===== config.mk =====
export PLATFORM = sky130hd
export DESIGN_NAME = keyscan
export DESIGN_NICKNAME = d
export VERILOG_FILES = /design/src/rtl/keyscan_pkg.sv /design/src/rtl/keyscan_sync.sv /design/src/rtl/keyscan.sv
export SDC_FILE = /design/constraint.sdc
export NUM_CORES = 1
export LEC_CHECK = 0
export ABC_AREA = 1
export CORE_ASPECT_RATIO = 0.7
export CORE_MARGIN = 5
export CORE_UTILIZATION = 55
export CTS_BUF_LIST = sky130_fd_sc_hd__clkbuf_8
export CTS_CLUSTER_DIAMETER = 80
export DETAILED_ROUTE_END_ITERATION = 10
export PLACE_DENSITY = 0.79
export SYNTH_ARGS = -nofsm -noshare
export SYNTH_HDL_FRONTEND = slang
export SYNTH_SLANG_ARGS = --single-unit
export TNS_END_PERCENT = 5

===== constraint.sdc =====
create_clock -name clock -period 1.8 [get_ports clock]
set_input_delay 0.36 -clock clock [delete_from_list [all_inputs] [get_ports clock]]
set_output_delay 0.36 -clock clock [all_outputs]
set_load 0.005 [all_outputs]

===== src/rtl/keyscan_pkg.sv =====
// keyscan_pkg: shared types, constants and key decode helpers
// for the 4x4 matrix keypad scanner.
package keyscan_pkg;

    typedef enum logic [1:0] {
        ST_SCAN     = 2'd0,
        ST_DEBOUNCE = 2'd1,
        ST_HELD     = 2'd2
    } state_t;

    localparam logic [15:0] KEY_NONE    = 16'h0000;
    localparam logic [7:0]  ASCII_DIGIT = 8'h30;
    localparam logic [7:0]  ASCII_ALPHA = 8'h41;
    localparam logic [3:0]  COLS_IDLE   = 4'hF;

    // Lowest-numbered low column; walk downward so the lowest wins.
    function automatic logic [1:0] low_col(input logic [3:0] cols);
        logic [1:0] c;
        c = 2'd3;
        for (int i = 3; i >= 0; i--) begin
            if (!cols[i]) begin
                c = 2'(i);
            end
        end
        return c;
    endfunction

    // Key index (row*4+col) to ASCII: 0-9 -> '0'-'9', 10-15 -> 'A'-'F'.
    function automatic logic [7:0] key_ascii(input logic [3:0] idx);
        logic [7:0] a;
        if (idx < 4'd10) begin
            a = ASCII_DIGIT + {4'd0, idx};
        end else begin
            a = ASCII_ALPHA + {4'd0, idx} - 8'd10;
        end
        return a;
    endfunction

endpackage


===== src/rtl/keyscan_sync.sv =====
// keyscan_sync: 4-bit two-flop synchronizer for the column lines,
// resetting to the idle (all pulled-up) pattern.
module keyscan_sync
    import keyscan_pkg::*;
(
    input  logic       clock,
    input  logic       reset,
    input  logic [3:0] d,
    output logic [3:0] q
);

    logic [3:0] meta;

    // Two-stage capture of the asynchronous column inputs.
    always_ff @(posedge clock or posedge reset) begin
        if (reset) begin
            meta <= COLS_IDLE;
            q    <= COLS_IDLE;
        end else begin
            meta <= d;
            q    <= meta;
        end
    end

endmodule


===== src/rtl/keyscan.sv =====
// keyscan: 4x4 active-low keypad scanner with debounce, ASCII key register.
// Optional macro KEYSCAN_LATCH_EN keeps the last key until a CPU read (rd).
module keyscan
    import keyscan_pkg::*;
#(
    parameter int SCAN_DIV     = 1000,
    parameter int DEBOUNCE_CNT = 50000
) (
    input  logic        clock,
    input  logic        reset,
    input  logic [3:0]  col_in,
    input  logic        rd,
    output logic [3:0]  row_sel,
    output logic [15:0] key_code,
    output logic        key_strobe
);

`ifdef KEYSCAN_LATCH_EN
    localparam bit LATCH = 1'b1;
`else
    localparam bit LATCH = 1'b0;
`endif

    localparam int MAX_DIV = (SCAN_DIV > DEBOUNCE_CNT) ? SCAN_DIV : DEBOUNCE_CNT;
    localparam int CW      = (MAX_DIV > 1) ? $clog2(MAX_DIV) : 1;

    localparam logic [CW-1:0] SCAN_LAST = CW'(SCAN_DIV - 1);
    localparam logic [CW-1:0] DB_LAST   = CW'(DEBOUNCE_CNT - 1);
    localparam logic [CW-1:0] CNT_MAX   = '1;

    state_t        state, state_n;
    logic [1:0]    row, row_n;
    logic [CW-1:0] scan_cnt, scan_cnt_n;
    logic [CW-1:0] db_cnt, db_cnt_n;
    logic [3:0]    cap, cap_n;
    logic [15:0]   code_q, code_n;
    logic          strobe_q, strobe_n;
    logic [3:0]    col_s;

    // Saturating increment so counters never wrap.
    function automatic logic [CW-1:0] cnt_inc(input logic [CW-1:0] x);
        return (x == CNT_MAX) ? x : x + 1'b1;
    endfunction

    keyscan_sync u_sync (
        .clock (clock),
        .reset (reset),
        .d     (col_in),
        .q     (col_s)
    );

    // State and datapath registers.
    always_ff @(posedge clock or posedge reset) begin
        if (reset) begin
            state    <= ST_SCAN;
            row      <= 2'd0;
            scan_cnt <= '0;
            db_cnt   <= '0;
            cap      <= COLS_IDLE;
            code_q   <= KEY_NONE;
            strobe_q <= 1'b0;
        end else begin
            state    <= state_n;
            row      <= row_n;
            scan_cnt <= scan_cnt_n;
            db_cnt   <= db_cnt_n;
            cap      <= cap_n;
            code_q   <= code_n;
            strobe_q <= strobe_n;
        end
    end

    // Next-state logic: scan rows, debounce a press, wait for full release.
    always_comb begin
        state_n    = state;
        row_n      = row;
        scan_cnt_n = scan_cnt;
        db_cnt_n   = db_cnt;
        cap_n      = cap;
        code_n     = code_q;
        strobe_n   = 1'b0;

        // A read clears a latched key; a same-cycle acceptance below overrides.
        if (LATCH && rd) begin
            code_n = KEY_NONE;
        end

        unique case (state)
            ST_SCAN: begin
                if (scan_cnt == SCAN_LAST) begin
                    scan_cnt_n = '0;
                    if (col_s == COLS_IDLE) begin
                        row_n = row + 2'd1;
                    end else begin
                        cap_n    = col_s;
                        db_cnt_n = '0;
                        state_n  = ST_DEBOUNCE;
                    end
                end else begin
                    scan_cnt_n = cnt_inc(scan_cnt);
                end
            end

            ST_DEBOUNCE: begin
                if (col_s != cap) begin
                    state_n    = ST_SCAN;
                    scan_cnt_n = '0;
                    db_cnt_n   = '0;
                end else if (db_cnt == DB_LAST) begin
                    code_n   = {8'h00, key_ascii({row, low_col(cap)})};
                    strobe_n = 1'b1;
                    db_cnt_n = '0;
                    state_n  = ST_HELD;
                end else begin
                    db_cnt_n = cnt_inc(db_cnt);
                end
            end

            ST_HELD: begin
                if (col_s != COLS_IDLE) begin
                    db_cnt_n = '0;
                end else if (db_cnt == DB_LAST) begin
                    state_n    = ST_SCAN;
                    row_n      = row + 2'd1;
                    scan_cnt_n = '0;
                    db_cnt_n   = '0;
                    if (!LATCH) begin
                        code_n = KEY_NONE;
                    end
                end else begin
                    db_cnt_n = cnt_inc(db_cnt);
                end
            end

            default: begin
                state_n = ST_SCAN;
            end
        endcase
    end

    assign row_sel    = ~(4'b0001 << row);
    assign key_code   = code_q;
    assign key_strobe = strobe_q;

endmodule


==> results.md <==
* Clock sinks at 56
* Rows at 25
* Worst path arrival time at 1.40 ns
* CP required at 1.44 ns
* Fin area at 4310 um2
* CP Launch Type: flip-flop
* Min Tclk post-route at 1.76 ns
* IO buf count at 17
* Starting Density at 0.559
* Io pins at 28
* Most frequent cells in the layout: nand2_1, nor2_1, inv_1
* Final RePlAce weighted congestion at 0.898
* Reg2reg end: db_cnt[0]$_DFFE_PP0P_
* Area delta synth->final at 15.7%
* First-pass GRT wire length at 14.3 mm
* Pwr Density at a little under 500 nW/um2
* CTS Buffer Depth at 2
* H-tree Lvls at 2
* Netlist cell types at 40
* Initial antenna violation count at 0
* Post-synth ARST share at 1.00
* Post-Syn Area at 3730 um2
* First-pass DRT Iterations at 5
* GRT Util Overall at 0.207
* Die area at 8550 um2
* WL/cell at ~13 um
* Internal power at 1.58 mW
* Remaining Overflow, GRT at 0
* Most common cell after layout, fill and taps aside: nand2_1
* CP endpoint kind: primary output
* Root Buffer: clkbuf_8
* Final Setup Violations at 0
* Vias in the first global route at 3158
* Pre-CTS setup slack at 0.0525 ns
* Setup CP Type: flip-flop to primary output
* Final wirelength at 8.40 mm
* CTS tree: built
* Post-synthesis sequential area ratio at 0.380
* CTS clock-pin slew for the worst setup and hold paths at approximately 0.11 ns
* Synthesis Warnings at 0
* Psw at 0.505 mW
* Cts hold-fix bufs at 0
* Static Leak at 2.17 nW
* Diode count at 0
* CP max FO at 4
* Reg2Reg Setup Slack at ~0.080 ns
* Core Box Area at around 6700 um2
* Half-perimeter wire length after detailed placement at between 5 and 6 mm
* Sw frac at 0.242
* Top FF cell, synth: dfrtp_1
* RSZ-0062 raised after global routing: yes
* DRC Markers at 0
* Die height at around 79 um
* Final Hold Viols at 0
* Post-Syn Area per Cell at 7.07 um2
* Ratio of cells with drive above 1 in the final layout at 0.179
* Nets@finish at 586
* Post-synth EDFFs at 0
* Clock buffer count from CTS at 5
* Post-synthesis register bit count at 56
* Post-DP Area at 4080 um2
* Combinational Power Share at 0.029
* Part of the power in registers at 0.613
* Largest net degree at the start of global routing at 29
* Via-to-Cell Ratio at a little over 5
* Worst min-delay path class: primary input to async pin
* Final max-slew violation count at 0
* Total vias in the final route at 3440
* Period utilization at 0.975
* 1st-iter DRT viols at 279
* Cells after synthesis at 527
* Status: finished, final reports clean
* Worst skew pair latency at 0.33 ns
* Maximum vdd drop at 0.000276 V
* Post-DRT Antenna Nets at 0
* Die W at 108 um
* R2R depth at 10
* Clk pwr share at 0.358
* Final WS setup at 0.0448 ns
* Max Clk Rate at 570 MHz
* Final Skew at around 0.010 ns
* R2R Path Start: u_sync.q[0]$_DFF_PP1_
* Maxcap violations at 0
==> critical path, cell delays in order (launching register included) <==
cell	delay, ns
dfrtp_2	0.46
buf_6	0.13
inv_6	0.07
ha_4	0.13
inv_1	0.03
dlygate4sd2_1	0.25
==> metrics by stage <==
stage               cells  TNS, ns   util  total power, mW  hold WS [ns]
finish                663        0  0.647             2.09         0.288
global route          663   -0.679  0.647             2.17         0.321
detailed placement    649        0  0.612             1.36         0.347
CTS                   658   -0.139  0.629             2.11         0.297
floorplan             535        0      -             1.35         0.345
global placement      649        0  0.612             1.36         0.346
==> layout make-up <==
type                            count  area [um2]
Tap cell                           94         118
Sequential cell                    56        1420
Clock buffer                        5        68.8
Inverter                           73         284
Multi-Input combinational cell    390        2020
Clock inverter                      3        26.3
Timing Repair Buffer               42         377
Fill cell                         586        2350
==> power by group through the flow <==
stage / sequential, mW / clock, mW / combinational (mW)
6_report: 1.28 / 0.748 / 0.0600
5_1_grt: 1.28 / 0.819 / 0.0694
4_1_cts: 1.28 / 0.772 / 0.0610
3_5_place_dp: 1.30 / 0 / 0.0600
3_3_place_gp: 1.30 / 0 / 0.0587
2_1_floorplan: 1.30 / 0 / 0.0453
==> how the worst max path moves through the flow <==
stage	to	cells past startpoint	startpoint	slack, ns
after detailed placement	row[0]$_DFFE_PP0P_	7	db_cnt[0]$_DFFE_PP0P_	0.05
after CTS	row_sel[3]	3	row[0]$_DFFE_PP0P_	-0.14
after floorplan	db_cnt[0]$_DFFE_PP0P_	1	reset	0.09
after global routing	key_code[0]$_DFFE_PP0P_	8	db_cnt[1]$_DFFE_PP0P_	-0.07
after global placement	db_cnt[0]$_DFFE_PP0P_	10	state[0]$_DFFE_PP0P_	0.08
final	row_sel[2]	5	row[0]$_DFFE_PP0P_	0.04
==> cells by family after synthesis <==
group,synth area share
other,0.00101
AOI/OAI and AO/OA,0.0557
buffers and inverters,0.107
xor gates and xnor gates,0.0188
and+or+nand+nor,0.401
adders and majority gates,0.0369
DFF,0.380
==> registers in the layout, indices dropped and copies added, names as in the netlist <==
name,cells
cap,4
db_cnt,16
key_code,7
key_strobe,1
row,2
scan_cnt,16
state,2
u_sync.meta,4
u_sync.q,4
==> cell usage after synthesis, types with 2 or more instances <==
master      n  area share
a21oi_1     8       0.011
buf_2       2      0.0027
buf_4      10       0.020
clkbuf_1    2      0.0020
dfrtp_1    44        0.30
dfstp_2    12       0.085
ha_1       11       0.037
inv_1      67       0.067
inv_2       4      0.0040
nand2_1   147        0.15
nand2_2    14       0.024
nand2_4     7       0.021
nand3_1    47       0.063
nand3_2     2      0.0054
nand4_1     9       0.015
nor2_1     72       0.073
nor2_2      7       0.012
nor2_4      4       0.012
nor3_1      8       0.011
o21ai_0    19       0.026
o21ai_1     4      0.0054
o21bai_1    3      0.0060
xnor2_1     2      0.0047
xor2_1      6       0.014
==> layer usage <==
metal,up-vias,track usage,wire [um]
met1,1602,0.286,3890
met2,108,0.329,3880
met4,0,0.0656,130
li1,1714,-,-
met3,16,0.0366,499
met5,-,0.0195,0
==> what timing repair did <==
action	4_1_cts	5_1_grt
endpoints found under the hold margin	0	0
resized for setup	8	21
pin swaps	0	1
setup buffers	1	5
gates cloned	0	0
endpoints found under the setup margin	6	42
Note: power is estimated with default switching activity, not from simulation.
